## config.mk

```make
export PLATFORM = sky130hd
export DESIGN_NAME = ds18b20_seq
export DESIGN_NICKNAME = d
export VERILOG_FILES = /design/src/rtl/ow_pkg.sv /design/src/rtl/crc8_maxim.sv /design/src/rtl/ds18b20_seq.sv
export SDC_FILE = /design/constraint.sdc
export NUM_CORES = 1
export LEC_CHECK = 0
export ABC_AREA = 1
export CAP_MARGIN = 10
export CORE_MARGIN = 3
export CORE_UTILIZATION = 57
export DETAILED_ROUTE_END_ITERATION = 6
export DONT_BUFFER_PORTS = 1
export GPL_TIMING_DRIVEN = 0
export PLACE_DENSITY = 0.75
export SLEW_MARGIN = 20
export SYNTH_ARGS = -nofsm -noshare
export SYNTH_HDL_FRONTEND = slang
export SYNTH_SLANG_ARGS = --single-unit
```

## constraint.sdc

```tcl
create_clock -name clk -period 7.09 [get_ports clk]
set_input_delay 1.0635 -clock clk [delete_from_list [all_inputs] [get_ports clk]]
set_output_delay 1.0635 -clock clk [all_outputs]
set_load 0.05 [all_outputs]
```

## src/rtl/ow_pkg.sv

```systemverilog
// Shared 1-Wire definitions: ROM/function commands, CRC polynomial and
// the DS18B20 sequencer state/step encodings.
package ow_pkg;

  localparam logic [7:0] OW_SKIP_ROM  = 8'hCC;
  localparam logic [7:0] OW_CONVERT_T = 8'h44;
  localparam logic [7:0] OW_READ_SP   = 8'hBE;
  localparam logic [7:0] OW_CRC_POLY  = 8'h8C;

  typedef enum logic [3:0] {
    S_IDLE,
    S_LOAD,
    S_ISSUE,
    S_WAIT_HI,
    S_WAIT_LO,
    S_CWAIT,
    S_CRC,
    S_CHECK,
    S_FINISH
  } seq_state_t;

  typedef enum logic [2:0] {
    ST_RST1,
    ST_SKIP1,
    ST_CONV,
    ST_RST2,
    ST_SKIP2,
    ST_RDSP,
    ST_RD8,
    ST_RD1
  } seq_step_t;

  function automatic seq_step_t next_step(input seq_step_t s);
    case (s)
      ST_RST1:  return ST_SKIP1;
      ST_SKIP1: return ST_CONV;
      ST_CONV:  return ST_RST2;
      ST_RST2:  return ST_SKIP2;
      ST_SKIP2: return ST_RDSP;
      ST_RDSP:  return ST_RD8;
      ST_RD8:   return ST_RD1;
      default:  return ST_RST1;
    endcase
  endfunction

endpackage

```

## src/rtl/crc8_maxim.sv

```systemverilog
// Bit-serial Dallas/Maxim CRC-8 (reflected poly 0x8C, init 0x00).
// Feed data LSB first; clear has priority over bit_valid.
module crc8_maxim
  import ow_pkg::*;
(
  input  logic       clk,
  input  logic       rst,
  input  logic       clear,
  input  logic       bit_valid,
  input  logic       bit_in,
  output logic [7:0] crc
);

  logic fb;

  assign fb = crc[0] ^ bit_in;

  always_ff @(posedge clk or posedge rst) begin
    if (rst) begin
      crc <= '0;
    end else if (clear) begin
      crc <= '0;
    end else if (bit_valid) begin
      crc <= {1'b0, crc[7:1]} ^ (fb ? OW_CRC_POLY : 8'h00);
    end
  end

endmodule

```

## src/rtl/ds18b20_seq.sv

```systemverilog
// Autonomous DS18B20 acquisition sequencer driving the one_wire byte engine:
// convert, wait, read scratchpad, CRC check, deliver raw temperature.
module ds18b20_seq
  import ow_pkg::*;
#(
  parameter int unsigned CONV_CYCLES    = 36000000,
  parameter int unsigned TIMEOUT_CYCLES = 1000000
) (
  input  logic        clk,
  input  logic        rst,
  input  logic        start,
  output logic        ow_reset,
  output logic        ow_write,
  output logic        ow_read,
  output logic [7:0]  ow_in_byte,
  output logic [5:0]  ow_start_bit,
  output logic [5:0]  ow_end_bit,
  input  logic        ow_busy,
  input  logic        ow_presence,
  input  logic [63:0] ow_out_byte,
  output logic        busy,
  output logic        done,
  output logic [15:0] temp,
  output logic        temp_valid,
  output logic        no_device,
  output logic        crc_err,
  output logic        timeout
);

  localparam logic [31:0] OP_LIMIT   = 32'(TIMEOUT_CYCLES - 1);
  localparam logic [31:0] CONV_LIMIT = 32'(CONV_CYCLES - 1);

  seq_state_t  state;
  seq_step_t   step;
  logic [31:0] op_timer;
  logic [31:0] cw_cnt;
  logic        presence;
  logic [63:0] sp;
  logic [7:0]  crc_rx;
  logic [5:0]  bit_idx;
  logic [7:0]  crc;
  logic        crc_clear;
  logic        crc_bit_valid;
  logic        crc_bit_in;

  assign crc_clear     = (state == S_IDLE);
  assign crc_bit_valid = (state == S_CRC);
  assign crc_bit_in    = sp[bit_idx];

  crc8_maxim u_crc (
    .clk       (clk),
    .rst       (rst),
    .clear     (crc_clear),
    .bit_valid (crc_bit_valid),
    .bit_in    (crc_bit_in),
    .crc       (crc)
  );

  // LOAD registers the strobe and operands, so each strobe is high exactly
  // for the single ISSUE cycle that follows.
  always_ff @(posedge clk or posedge rst) begin
    if (rst) begin
      state        <= S_IDLE;
      step         <= ST_RST1;
      op_timer     <= '0;
      cw_cnt       <= '0;
      presence     <= 1'b0;
      sp           <= '0;
      crc_rx       <= '0;
      bit_idx      <= '0;
      ow_reset     <= 1'b0;
      ow_write     <= 1'b0;
      ow_read      <= 1'b0;
      ow_in_byte   <= '0;
      ow_start_bit <= '0;
      ow_end_bit   <= '0;
      busy         <= 1'b0;
      done         <= 1'b0;
      temp         <= '0;
      temp_valid   <= 1'b0;
      no_device    <= 1'b0;
      crc_err      <= 1'b0;
      timeout      <= 1'b0;
    end else begin
      ow_reset   <= 1'b0;
      ow_write   <= 1'b0;
      ow_read    <= 1'b0;
      done       <= 1'b0;
      temp_valid <= 1'b0;

      case (state)
        S_IDLE: begin
          if (start) begin
            busy      <= 1'b1;
            no_device <= 1'b0;
            crc_err   <= 1'b0;
            timeout   <= 1'b0;
            step      <= ST_RST1;
            state     <= S_LOAD;
          end
        end

        S_LOAD: begin
          op_timer <= '0;
          presence <= 1'b0;
          state    <= S_ISSUE;
          case (step)
            ST_RST1, ST_RST2: ow_reset <= 1'b1;
            ST_SKIP1, ST_SKIP2: begin
              ow_write     <= 1'b1;
              ow_in_byte   <= OW_SKIP_ROM;
              ow_start_bit <= 6'd0;
              ow_end_bit   <= 6'd7;
            end
            ST_CONV: begin
              ow_write     <= 1'b1;
              ow_in_byte   <= OW_CONVERT_T;
              ow_start_bit <= 6'd0;
              ow_end_bit   <= 6'd7;
            end
            ST_RDSP: begin
              ow_write     <= 1'b1;
              ow_in_byte   <= OW_READ_SP;
              ow_start_bit <= 6'd0;
              ow_end_bit   <= 6'd7;
            end
            ST_RD8: begin
              ow_read      <= 1'b1;
              ow_start_bit <= 6'd0;
              ow_end_bit   <= 6'd63;
            end
            default: begin
              ow_read      <= 1'b1;
              ow_start_bit <= 6'd56;
              ow_end_bit   <= 6'd63;
            end
          endcase
        end

        S_ISSUE: begin
          op_timer <= op_timer + 32'd1;
          state    <= S_WAIT_HI;
        end

        S_WAIT_HI: begin
          op_timer <= op_timer + 32'd1;
          if (ow_busy) begin
            state <= S_WAIT_LO;
          end else if (op_timer >= OP_LIMIT) begin
            timeout <= 1'b1;
            done    <= 1'b1;
            state   <= S_FINISH;
          end
        end

        S_WAIT_LO: begin
          op_timer <= op_timer + 32'd1;
          if (ow_presence) presence <= 1'b1;
          if (!ow_busy) begin
            case (step)
              ST_RST1, ST_RST2: begin
                if (!(presence || ow_presence)) begin
                  no_device <= 1'b1;
                  done      <= 1'b1;
                  state     <= S_FINISH;
                end else begin
                  step  <= next_step(step);
                  state <= S_LOAD;
                end
              end
              ST_CONV: begin
                cw_cnt <= '0;
                step   <= ST_RST2;
                state  <= S_CWAIT;
              end
              ST_RD8: begin
                sp    <= ow_out_byte;
                step  <= ST_RD1;
                state <= S_LOAD;
              end
              ST_RD1: begin
                crc_rx  <= ow_out_byte[63:56];
                bit_idx <= '0;
                state   <= S_CRC;
              end
              default: begin
                step  <= next_step(step);
                state <= S_LOAD;
              end
            endcase
          end else if (op_timer >= OP_LIMIT) begin
            timeout <= 1'b1;
            done    <= 1'b1;
            state   <= S_FINISH;
          end
        end

        S_CWAIT: begin
          if (cw_cnt == CONV_LIMIT) begin
            state <= S_LOAD;
          end else begin
            cw_cnt <= cw_cnt + 32'd1;
          end
        end

        S_CRC: begin
          bit_idx <= bit_idx + 6'd1;
          if (bit_idx == 6'd63) state <= S_CHECK;
        end

        S_CHECK: begin
          done  <= 1'b1;
          state <= S_FINISH;
          if (crc == crc_rx) begin
            temp       <= sp[15:0];
            temp_valid <= 1'b1;
          end else begin
            crc_err <= 1'b1;
          end
        end

        S_FINISH: begin
          busy  <= 1'b0;
          state <= S_IDLE;
        end

        default: state <= S_IDLE;
      endcase
    end
  end

endmodule
```

# Yosys cells after proc, flatten, opt, wreduce, memory -nomap -nowiden
# Index checks and enable logic that the tools add are counted.
# op_classes
magnitude_cmp	2
eq_ne	33
bitwise	4
n_div	0
add_sub_neg	3
n_mux	60
n_mul	0
shifts	0
n_reduce_logical	33
# ops
op	count
32-bit one-hot mux with 2 select lines	2
32-bit two-way mux	3
32-bit by 1-bit adder with 32-bit output (second input constant)	2
6-bit one-hot mux with 2 select lines	3
32-bit by 26-bit == test with 1-bit output (second input constant)	1
32-bit by 20-bit greater-or-equal comparator with 1-bit output (second input constant)	1
4-bit one-hot mux with 8 select lines	1
4-bit two-way mux	7
1-bit two-way mux	24
8-bit two-way mux	3
8-bit one-hot mux with 3 select lines	1
2-bit != test (second input constant)	10
4-bit by 3-bit == test with 1-bit output (second input constant)	4
2-bit nonzero test	8
3-bit one-hot mux with 5 select lines	1
3-bit AND reduction	5
3-bit == test (second input constant)	4
6-bit two-way mux	2
3-bit one-hot mux with 4 select lines	1
4-bit one-hot mux with 3 select lines	1
2-bit AND reduction	5
5-bit AND reduction	2
3-bit two-way mux	3
4-bit by 2-bit == test with 1-bit output (second input constant)	2
27 further kinds	39
# word_totals
romBits	0
output_inout_bits	45
latchBits	0
mem_bits_rw	0
word_cells	157
inputBits	69
ff_bits	203
n_memories	0

# Longest topological paths before layout
# Gate-level depths: netlist of the first run.
# logic_depth
depth_word	7
mapped_depth	15
ltp_nobuf	14

# Hierarchy
# Synthesis of the first run repeated with hierarchy kept, for this count alone.
# hier_totals
cells_unflattened	1272
area_unflattened_um2	10055.9
# by_module_without_submodules
mod	cells_each	n_inst	seq_area_each_um2	area_per_inst_um2
ds18b20_seq	1229	1	4554.4	9683.0
crc8_maxim	43	1	200.2	372.9

# Worst setup path after synthesis of the first run
# OpenSTA, ideal clock, no wires.
# synth_timing
kind	register to output
start	register ow_end_bit[4]
end	output ow_end_bit[4]
path_slack_ns	5.104
path_stages_with_launch	2
t_arrival_ns	0.922
path_buffers	1
required_time_ns	6.026
path_cell_list	dfrtp_1 -> buf_4
# synth_rtl
element	line_no	rtl
start, declared	ds18b20_seq.sv:17	output logic [5:0] ow_end_bit,
start signal, assigned	ds18b20_seq.sv:76	ow_end_bit <= '0;
start signal, assigned	ds18b20_seq.sv:113	ow_end_bit <= 6'd7;
start signal, assigned	ds18b20_seq.sv:119	ow_end_bit <= 6'd7;
# No word-level cell between the ends.

# Worst setup path in the final report of the first run
# layout_timing
start	register ow_start_bit[4]
end	output ow_start_bit[4]
# layout_rtl
element	line_no	rtl
start, declared	ds18b20_seq.sv:16	output logic [5:0] ow_start_bit,
start signal, assigned	ds18b20_seq.sv:75	ow_start_bit <= '0;
start signal, assigned	ds18b20_seq.sv:112	ow_start_bit <= 6'd0;
start signal, assigned	ds18b20_seq.sv:118	ow_start_bit <= 6'd0;
# No word-level cell between the ends.

==> results.py, run 1 <==
metrics = {
    "timing": {
        "setup_viol": 0,
        "slew_headroom": 0.555,
        "finClkSkew_ns": 0.0118,
        "rsz0062_at_grt": "no",
        "fmax_ghz": 0.404,
        "min_period_ns": 2.48,
        "finalMaxSlewViolations": 0,
        "worstMarginPinSlew_ns": 0.668,
        "hold_violations": 0,
        "setup_slack_ns": 4.61,
        "period_share": 0.349,
    },
    "clocking": {
        "htreeDepth": 4,
        "hold_buffers": 0,
        "cts-resized-gates": 0,
        "cts.sinks": 190,
        "clk_pin_slew_ns": 0.07,
        "cts_setup_buffers": 0,
        "clk_latency_ns": 0.44,
        "cts_tree": "built",
        "clockRootBuffer": "clkbuf_16",
        "clk_path_buf_depth": 2,
        "cts_made_buffers": 17,
    },
    "place": {
        "place_congestion": 0.957,
        "post-place-ws_ns": 4.93,
        "place_area_sq_um": 10300,
        "hpwl_um": 16900,
        "port_buffers": 0,
        "post-place-cells": 1414,
    },
    "critical_path": {
        "worstPathArrival_ns": 1.41,
        "crit_buf_inv": 1,
        "cp-start-kind": "flip-flop",
        "reg2reg_depth": 13,
        "worst-path-max-fanout": 4,
        "critPathRequiredTime_ns": 6.03,
        "critical_path.top_delay_family": "flip-flops",
        "critPathCaptureType": "output pin",
        "cp_slowest_stage_delay_ns": 0.68,
        "path_cells": "buf_4",
        "path_class": "reg2out",
        "rrSetupSlack_ns": 4.97,
        "reg2reg_to": "cw_cnt[0]",
        "critPathSlowestCell": "dfrtp_1",
        "r2r-start": "cw_cnt[1]",
    },
    "grt": {
        "grt_antenna_before_repair": 0,
        "grt_usage": 0.243,
        "overflow": 0,
        "grt_max_degree": 107,
        "grt_pass1_wl_um": 38400,
        "grt_pass1_vias": 7705,
    },
    "floorplanning": {
        "die-area_sq_um": 19100,
        "die_h_um": 138,
        "num_rows": 47,
        "num_io_pins": 114,
        "die_w_um": 138,
        "core-area_sq_um": 16800,
        "start_util": 0.591,
    },
    "yosys": {
        "syn_avg_cell_area_sq_um": 8.35,
        "ys_warn_count": 0,
        "ys_types": 47,
        "synth-seq-area-share": 0.478,
        "synth_flop_cell": "dfrtp_1",
        "synth.cell_area_sq_um": 9940,
        "synth_edf_count": 0,
        "ys_seq_elements": 190,
        "synth_cells": 1190,
        "synthArstFlopShare": 1.00,
    },
    "power_and_ir_drop": {
        "ir_drop_uv": 239,
        "p_int_uw": 2030,
        "p_leak_uw": 0.00519,
        "swShare": 0.411,
        "cellPowerDensity_nw_per_um2": 318,
        "switchingPower_uw": 1420,
        "pwr-share-seq": 0.425,
        "power_frac_comb": 0.302,
        "clockPowerShare": 0.273,
    },
    "drt": {
        "ant_nets": 0,
        "drt_iter0_drc": 566,
        "via_count": 7963,
        "drt-pass1-iter-count": 5,
        "drc": 0,
        "via_per_inst": 5.51,
        "wl_per_cell_um": 16.0,
        "wirelength_um": 23100,
    },
    "min_path": {
        "hold_path_end": "u_crc.crc[2]",
        "holdPathStages": 2,
        "hp-start": "u_crc.crc[2]",
        "min_path_type": "reg2reg",
    },
    "final_layout": {
        "diodes": 0,
        "layout-drive-gt1-share": 0.131,
        "fin_nets": 1285,
        "fin_cells": 1446,
        "fin_area_sq_um": 10900,
        "syn_to_final_growth_pct": 9.16,
        "final_util": 0.645,
    },
    "job": {
        "maxCapViolCount": 0,
    },
    "status": {
        "status": "finished, final reports clean",
    },
}
-- metal layers --
metal  wire, um  share of wire  global-route usage
met2      10900           0.47               0.390
met5          0              0                   0
met1      10300           0.45               0.329
met3       1450          0.063              0.0656
met4        397          0.017              0.0671
-- cell usage in the layout, fill, tap and decap left out, drive strengths merged --
cell | netlist | layout
clkinv | 0 | 6
o32ai | 2 | 2
nor4 | 13 | 13
o21ai | 51 | 51
nor3 | 26 | 26
or2 | 2 | 2
nand3 | 82 | 82
a221oi | 3 | 3
a22oi | 2 | 2
o22a | 1 | 1
o31ai | 6 | 6
clkinvlp | 0 | 1
a311oi | 1 | 1
mux2 | 36 | 36
a41oi | 1 | 1
buf | 38 | 39
nand4 | 21 | 21
a21boi | 1 | 1
conb | 1 | 4
ha | 3 | 3
a31oi | 2 | 2
dfrtp | 190 | 190
xnor2 | 5 | 5
a21oi | 52 | 52
and3 | 1 | 1
inv | 141 | 149
nor2 | 119 | 119
nand2 | 315 | 315
mux2i | 4 | 4
clkbuf | 11 | 28
o22ai | 29 | 29
xor2 | 28 | 28
o211ai | 1 | 1
o21a | 2 | 2
-- cells by family (layout without fill, tap and decap cells) --
family	count (synthesis)	count (layout)	synth area share
compound gates	154	154	0.0926
xor+xnor	33	33	0.0291
fa+ha+maj	3	3	0.00378
buf+inv	190	223	0.0864
flops	190	190	0.478
mux	40	40	0.0531
other cells	1	4	0.000377
simple gates	579	579	0.256
-- flip-flops by register name, indices dropped and copies added (netlist names), 2 cells and up --
register	count
step	3
ow_in_byte	4
temp	16
crc_rx	8
cw_cnt	32
sp	64
ow_end_bit	2
bit_idx	6
op_timer	32
state	4
u_crc.crc	8
-- stage by stage --
stage | hold WS, ns | total power (uW) | TNS [ns]
CTS | 0.490 | 3470 | 0
global placement | 0.466 | 2490 | -211.59
detailed placement | 0.472 | 2520 | 0
finish | 0.483 | 3450 | 0
floorplan | 0.449 | 2260 | 0
global route | 0.528 | 3660 | 0
-- worst max path at each step --
stage,start,end,depth (start not counted)
2_1_floorplan,rst,bit_idx[0],1
3_3_place_gp,rst,op_timer[4],1
3_5_place_dp,ow_busy,sp[8],6
4_1_cts,ow_start_bit[4],ow_start_bit[4],1
5_1_grt,ow_end_bit[4],ow_end_bit[4],1
6_report,ow_start_bit[4],ow_start_bit[4],1
-- Yosys cell counts (2+ instances only) --
cell type,n,share of area
o21a_1,2,0.0015
nor2_2,6,0.0038
o31ai_1,6,0.0045
nor2_1,107,0.040
inv_2,12,0.0045
nand2_1,307,0.12
or2_2,2,0.0013
inv_1,129,0.049
a22oi_1,2,0.0015
buf_2,11,0.0055
ha_1,3,0.0038
o21ai_0,36,0.018
nor3_1,22,0.011
nor4_1,12,0.0076
nand4_1,20,0.013
dfrtp_1,190,0.48
xnor2_1,5,0.0044
o22ai_1,22,0.014
o21ai_1,14,0.0070
buf_4,17,0.013
mux2i_1,4,0.0040
nand3_2,5,0.0050
a21oi_1,52,0.026
a221oi_1,3,0.0026
mux2_4,22,0.033
mux2_2,14,0.016
o22ai_2,7,0.0088
xor2_1,28,0.025
nand2_2,8,0.0050
nor2_4,6,0.0068
nor3_2,4,0.0040
a31oi_1,2,0.0013
nand3_1,77,0.039
clkbuf_1,11,0.0042
buf_6,9,0.010
o32ai_1,2,0.0018
-- final cells by class --
type / count / area, sq um
Tap cell: 220 / 275
Sequential cell: 190 / 4750
Timing Repair Buffer: 1 / 27.5
Buffer: 49 / 329
Multi-Input combinational cell: 813 / 4340
Clock buffer: 17 / 425
Inverter: 141 / 537
Fill cell: 1466 / 5970
Clock inverter: 15 / 164
-- power by group through the flow --
stage / clock (uW) / sequential [uW] / combinational [uW]
after CTS: 963 / 1460 / 1040
after floorplan: 0 / 1450 / 814
after global placement: 0 / 1480 / 1010
final: 943 / 1470 / 1040
after global routing: 1010 / 1490 / 1160
after detailed placement: 0 / 1490 / 1040
No activity file was read; power rests on OpenSTA's default activity.
==> inputs of run 2 (changes only) <==
==> constraint.sdc (replaced) <==
create_clock -name clk -period 2.5 [get_ports clk]
set_input_delay 0.375 -clock clk [delete_from_list [all_inputs] [get_ports clk]]
set_output_delay 0.375 -clock clk [all_outputs]
set_load 0.05 [all_outputs]
==> run 2 against run 1 <==
Routed wire length rose by 2.0%; cell count rose by 0.41%; sequential power grew to 2.8 times the previous value; clock skew increased by 0.0075 ns; clock power grew to 2.9 times the previous value; combinational power rose to 2.9 times the previous value; worst hold slack got worse by 0.42 ns; via count is 0.69% higher; power rose to 2.9 times the previous value; first-iteration DRC count rose by 3.4%; sequential share of layout area fell by 0.49 points; critical endpoint is now op_timer[30]; largest power group unchanged.
==> results.py, run 2 (synthesis gave the netlist of run 1 again) <==
metrics = {
    "status": {
        "status": "finished, final reports clean",
    },
    "clocking": {
        "clk_pin_slew_ns": 0.08,
        "cts_setup_buffers": 0,
        "cts.sinks": 190,
        "clockRootBuffer": "clkbuf_16",
        "cts_made_buffers": 17,
        "clk_latency_ns": 0.45,
        "htreeDepth": 4,
        "cts_tree": "built",
        "cts-resized-gates": 0,
        "clk_path_buf_depth": 2,
    },
    "place": {
        "place_congestion": 0.947,
        "hpwl_um": 17500,
        "post-place-ws_ns": 0.428,
        "place_area_sq_um": 10400,
        "port_buffers": 0,
    },
    "power_and_ir_drop": {
        "total_power_uw": 9900,
        "cellPowerDensity_nw_per_um2": 902,
        "ir_drop_uv": 589,
        "p_leak_uw": 0.00524,
    },
    "final_layout": {
        "reg_top3": "sp: 64 flops, cw_cnt: 32 flops, op_timer: 32 flops",
        "final_cell_mix": "nand2_1, dfrtp_1, inv_1, nor2_1, nand3_1",
        "regMostFlops": "sp",
        "diodes": 0,
        "fin_area_sq_um": 11000,
        "final_common_cell": "nand2_1",
        "n_fill_cell": 1417,
        "fin_nets": 1291,
        "multi_input_area_sq_um": 4340,
        "syn_to_final_growth_pct": 10.4,
        "largest_reg_flops": 64,
        "layout-drive-gt1-share": 0.135,
        "seqCellArea_sq_um": 4750,
    },
    "drt": {
        "drt-pass1-iter-count": 5,
        "drt_iter0_drc": 585,
        "wl_per_cell_um": 16.2,
        "drc": 0,
        "via_per_inst": 5.52,
        "via_count": 8018,
        "wirelength_um": 23500,
        "ant_nets": 0,
    },
    "grt": {
        "overflow": 0,
        "grt_usage": 0.248,
        "grt_max_degree": 35,
        "grt_use_met2": 0.398,
        "grtUsageMet1": 0.338,
        "grt_antenna_before_repair": 0,
        "busiest_layer": "met2",
        "grt_pass1_wl_um": 39000,
        "grtUsageMet3": 0.0601,
        "grt_pass1_vias": 7821,
    },
    "floorplanning": {
        "die_h_um": 138,
        "num_rows": 47,
        "die_w_um": 138,
        "num_io_pins": 114,
        "die-area_sq_um": 19100,
        "start_util": 0.591,
        "core-area_sq_um": 16800,
    },
    "timing": {
        "period_share": 0.846,
        "setup_slack_ns": 0.385,
        "finClkSkew_ns": 0.0194,
        "setup_viol": 0,
        "fmax_ghz": 0.473,
        "min_period_ns": 2.12,
        "finalMaxSlewViolations": 0,
        "tns_ns": 0,
        "worstMarginPinSlew_ns": 0.646,
        "rsz0062_at_grt": "no",
        "hold_violations": 0,
        "slew_headroom": 0.570,
    },
    "critical_path": {
        "cpMostUsedCell": "nand2_1",
        "crit_buf_inv": 0,
        "critical_path.top_delay_family": "simple AND/OR/NAND/NOR gates",
        "critPathCaptureType": "flip-flop",
        "cp-start-kind": "flip-flop",
        "critPathSlowestCell": "dfrtp_1",
        "worstPathArrival_ns": 2.46,
        "cp_slowest_stage_delay_ns": 0.39,
        "path_class": "reg2reg",
        "worst-path-max-fanout": 4,
        "path_cells": "ha_1, nand2_1, nor2_1, nand2_1, nor4_1, nand2_1, nor2_1, nand4_1, nand3_1, o21ai_1",
        "critPathRequiredTime_ns": 2.84,
    },
    "min_path": {
        "min_path_type": "in2reg",
    },
    "job": {
        "maxCapViolCount": 0,
    },
}
## run 2: where the power goes
part / total, uW / internal (uW) / switching, uW
Combinational: 2990 / 940 / 2050
Clock: 2750 / 1360 / 1390
Sequential: 4160 / 3500 / 657
## run 2: stage by stage
stage	utilization	std cells	hold slack [ns]
after CTS	0.652	1452	0.0583
after detailed placement	0.616	1419	0.262
after floorplan	-	1193	0.449
after global placement	0.608	1413	0.465
final	0.652	1452	0.0632
after global routing	0.652	1452	0.0511
## run 2: per-layer routing
layer  vias up  part of all wire  wire length (um)
li1       3935                 -                 -
met1      3818              0.44             10400
met2       239              0.48             11300
met3        26             0.063              1470
met4         0             0.015               363
met5         -                 0                 0
## run 2: timing repair
action                                  in CTS  in global routing
hold endpoints to repair                    13                  0
hold buffers                                 1                  0
endpoints found under the setup margin       0                  0
## run 2: worst paths after layout
kind | startpoint | endpoint | slack (ns) | depth (start not counted)
max | op_timer[0] | op_timer[30] | 0.38 | 10
min | ow_out_byte[0] | sp[0] | 0.06 | 1
max reg2reg | op_timer[0] | op_timer[30] | 0.38 | 10
min reg2reg | op_timer[30] | op_timer[30] | 0.50 | 1
max in group asynchronous | rst | crc_rx[5] | 1.19 | 5
min in group asynchronous | rst | sp[14] | 0.40 | 2
## run 2: layout make-up
type	instances	share of cell area
flip-flops and latches	190	0.433
multi-input cells	813	0.395
inverters	141	0.0486
clock buffers	17	0.0388
plain buffers	49	0.0300
well taps	220	0.0251
clock inverters	15	0.0164
repair buffers	7	0.0125
==> inputs of run 3 (changes only) <==
--- a/config.mk
+++ b/config.mk
@@ -12,7 +12,7 @@
 export DETAILED_ROUTE_END_ITERATION = 6
 export DONT_BUFFER_PORTS = 1
 export GPL_TIMING_DRIVEN = 0
-export PLACE_DENSITY = 0.75
+export PLACE_DENSITY = 0.78
 export SLEW_MARGIN = 20
 export SYNTH_ARGS = -nofsm -noshare
 export SYNTH_HDL_FRONTEND = slang
==> constraint.sdc (replaced) <==
create_clock -name clk -period 1.76 [get_ports clk]
set_input_delay 0.264 -clock clk [delete_from_list [all_inputs] [get_ports clk]]
set_output_delay 0.264 -clock clk [all_outputs]
set_load 0.05 [all_outputs]
==> run 3 against run 2 <==
The run now ends with hold timing, setup timing left; global-route usage grew 2.6 points; fmax is 5.9% higher; largest power group unchanged; cell count increased by 8.9%; highest routed layer unchanged; critical path type unchanged.
==> results.py, run 3 (synthesis gave the netlist of run 1 again) <==
metrics = {
    "drt": {
        "wl_per_cell_um": 18.9,
        "via_per_inst": 5.84,
        "drt_iter0_drc": 984,
        "drt-pass1-iter-count": 7,
        "ant_nets": 0,
        "drc": 0,
        "via_count": 9226,
        "wirelength_um": 29800,
    },
    "final_layout": {
        "reg_top3": "sp: 64 flops, cw_cnt: 32 flops, op_timer: 32 flops",
        "final_util": 0.773,
        "fin_cells": 1581,
        "syn_to_final_growth_pct": 30.9,
        "final_cell_mix": "nand2_1, dfrtp_1, inv_1, nor2_1, buf_4",
        "final_common_cell": "nand2_1",
        "diodes": 0,
        "largest_reg_flops": 64,
        "fin_nets": 1420,
        "regMostFlops": "sp",
        "layout-drive-gt1-share": 0.287,
        "n_fill_cell": 1075,
    },
    "critical_path": {
        "cp-start-kind": "flip-flop",
        "worst-path-max-fanout": 10,
        "critPathCaptureType": "flip-flop",
        "critPathRequiredTime_ns": 2.09,
        "path_cells": "buf_4, o21ai_0, nand3_1, nand2_1, nand3_2, nand2_1, nand2_2, nand3_4, nand3_2, nand3_2, nand2_1",
        "reg2reg_depth": 11,
        "cp_slowest_stage_delay_ns": 0.49,
        "path_class": "reg2reg",
        "worstPathArrival_ns": 2.33,
        "critPathSlowestCell": "dfrtp_2",
    },
    "clocking": {
        "cts_tree": "built",
        "clk_pin_slew_ns": 0.08,
        "clk_path_buf_depth": 2,
        "cts.sinks": 190,
        "htreeDepth": 4,
        "cts_made_buffers": 17,
        "clockRootBuffer": "clkbuf_16",
        "clk_latency_ns": 0.45,
    },
    "timing": {
        "period_share": 1.13,
        "slew_headroom": 0.553,
        "fmax_ghz": 0.501,
        "setup_viol": 107,
        "worstMarginPinSlew_ns": 0.670,
        "hold_violations": 1,
        "finClkSkew_ns": 0.0134,
        "rsz0062_at_grt": "yes",
        "setup_slack_ns": -0.237,
        "finalMaxSlewViolations": 0,
        "min_period_ns": 2.00,
        "fin_hold_ws_ns": -0.000416,
    },
    "floorplanning": {
        "core-area_sq_um": 16800,
        "die-area_sq_um": 19100,
        "num_io_pins": 114,
        "die_h_um": 138,
        "num_rows": 47,
        "die_w_um": 138,
        "start_util": 0.591,
    },
    "grt": {
        "overflow": 0,
        "grt_pass1_vias": 8632,
        "grt_max_degree": 37,
        "grt_usage": 0.274,
        "grt_pass1_wl_um": 42900,
        "grt_antenna_before_repair": 0,
    },
    "power_and_ir_drop": {
        "total_power_uw": 15900,
        "p_leak_uw": 0.00619,
        "cellPowerDensity_nw_per_um2": 1230,
        "ir_drop_uv": 838,
    },
    "min_path": {
        "min_path_type": "in2reg",
        "holdPathStages": 2,
    },
    "place": {
        "post-place-cells": 1419,
        "port_buffers": 0,
        "hpwl_um": 17600,
        "place_congestion": 0.913,
    },
    "status": {
        "status": "finished with violations",
        "violations": "hold timing, setup timing",
    },
    "job": {
        "maxCapViolCount": 0,
    },
}
==> run 3: cell types whose count changed in the layout (fill, tap and decap cells not counted), sizes merged <==
cell / previous run / this run
clkinv: 6 / 7
clkbuf: 28 / 27
buf: 44 / 116
bufinv: 0 / 1
dlygate4sd3: 1 / 59
inv: 148 / 146
==> run 3: routing by layer <==
layer	track usage	vias to the layer above	part of all wire
li1	-	4177	-
met5	0	-	0
met3	0.0618	103	0.074
met1	0.353	4471	0.39
met2	0.466	475	0.51
met4	0.0822	0	0.033
==> run 3: worst paths after layout <==
kind,start,endpoint,slack (ns)
worst max-delay path,bit_idx[0],u_crc.crc[2],-0.24
worst max register to register,bit_idx[0],u_crc.crc[2],-0.24
max in group asynchronous,rst,op_timer[10],0.54
min in group asynchronous,rst,cw_cnt[8],0.28
worst min register to register,sp[58],sp[58],0.50
worst min-delay path,ow_out_byte[58],sp[58],-0.0004
==> run 3: cell type report <==
cell class                 instances  area (sq um)  area share
sequential                       190          4760       0.366
buffer                            47           433      0.0333
clock inverter                    15           170      0.0131
clock buffer                      17           425      0.0327
inverter                         141           558      0.0429
timing repair buffer             138          1360       0.104
multi-input combinational        813          5020       0.386
tap                              220           275      0.0212
==> run 3: report_power, final <==
| group | switching, uW | leakage (uW) | internal (uW) |
|---|---|---|---|
| logic | 3690 | 0.00346 | 2270 |
| clock network | 1940 | 0.000291 | 2030 |
| registers | 1020 | 0.00244 | 4980 |
==> run 3: what timing repair did <==
action,in CTS,in global routing
hold endpoints to repair,125,2
pin swaps,21,67
buffers inserted,39,32
hold buffers,57,2
gates cloned,0,3
gates resized for setup,89,170
setup endpoints to repair,146,162
==> run 3: critical path, delay by kind of cell (launching register included) <==
family | cells | cell delay, ns
AO/OA/AOI/OAI | 1 | 0.33
buffers and inverters | 1 | 0.21
flip-flops | 1 | 0.49
AND/OR/NAND/NOR | 9 | 0.84
==> run 3: metrics by stage <==
step           area (sq um)  setup slack [ns]  hold slack (ns)  TNS (ns)
4_1_cts               12100           -0.0923         0.000188     -3.30
5_1_grt               13000            -0.286         0.000332    -20.35
3_5_place_dp          10300            -0.348            0.139    -20.28
3_3_place_gp          10200             -1.92            0.390   -377.12
2_1_floorplan          9950            -0.952            0.385   -180.97
6_report              13000            -0.237        -0.000416     -8.71
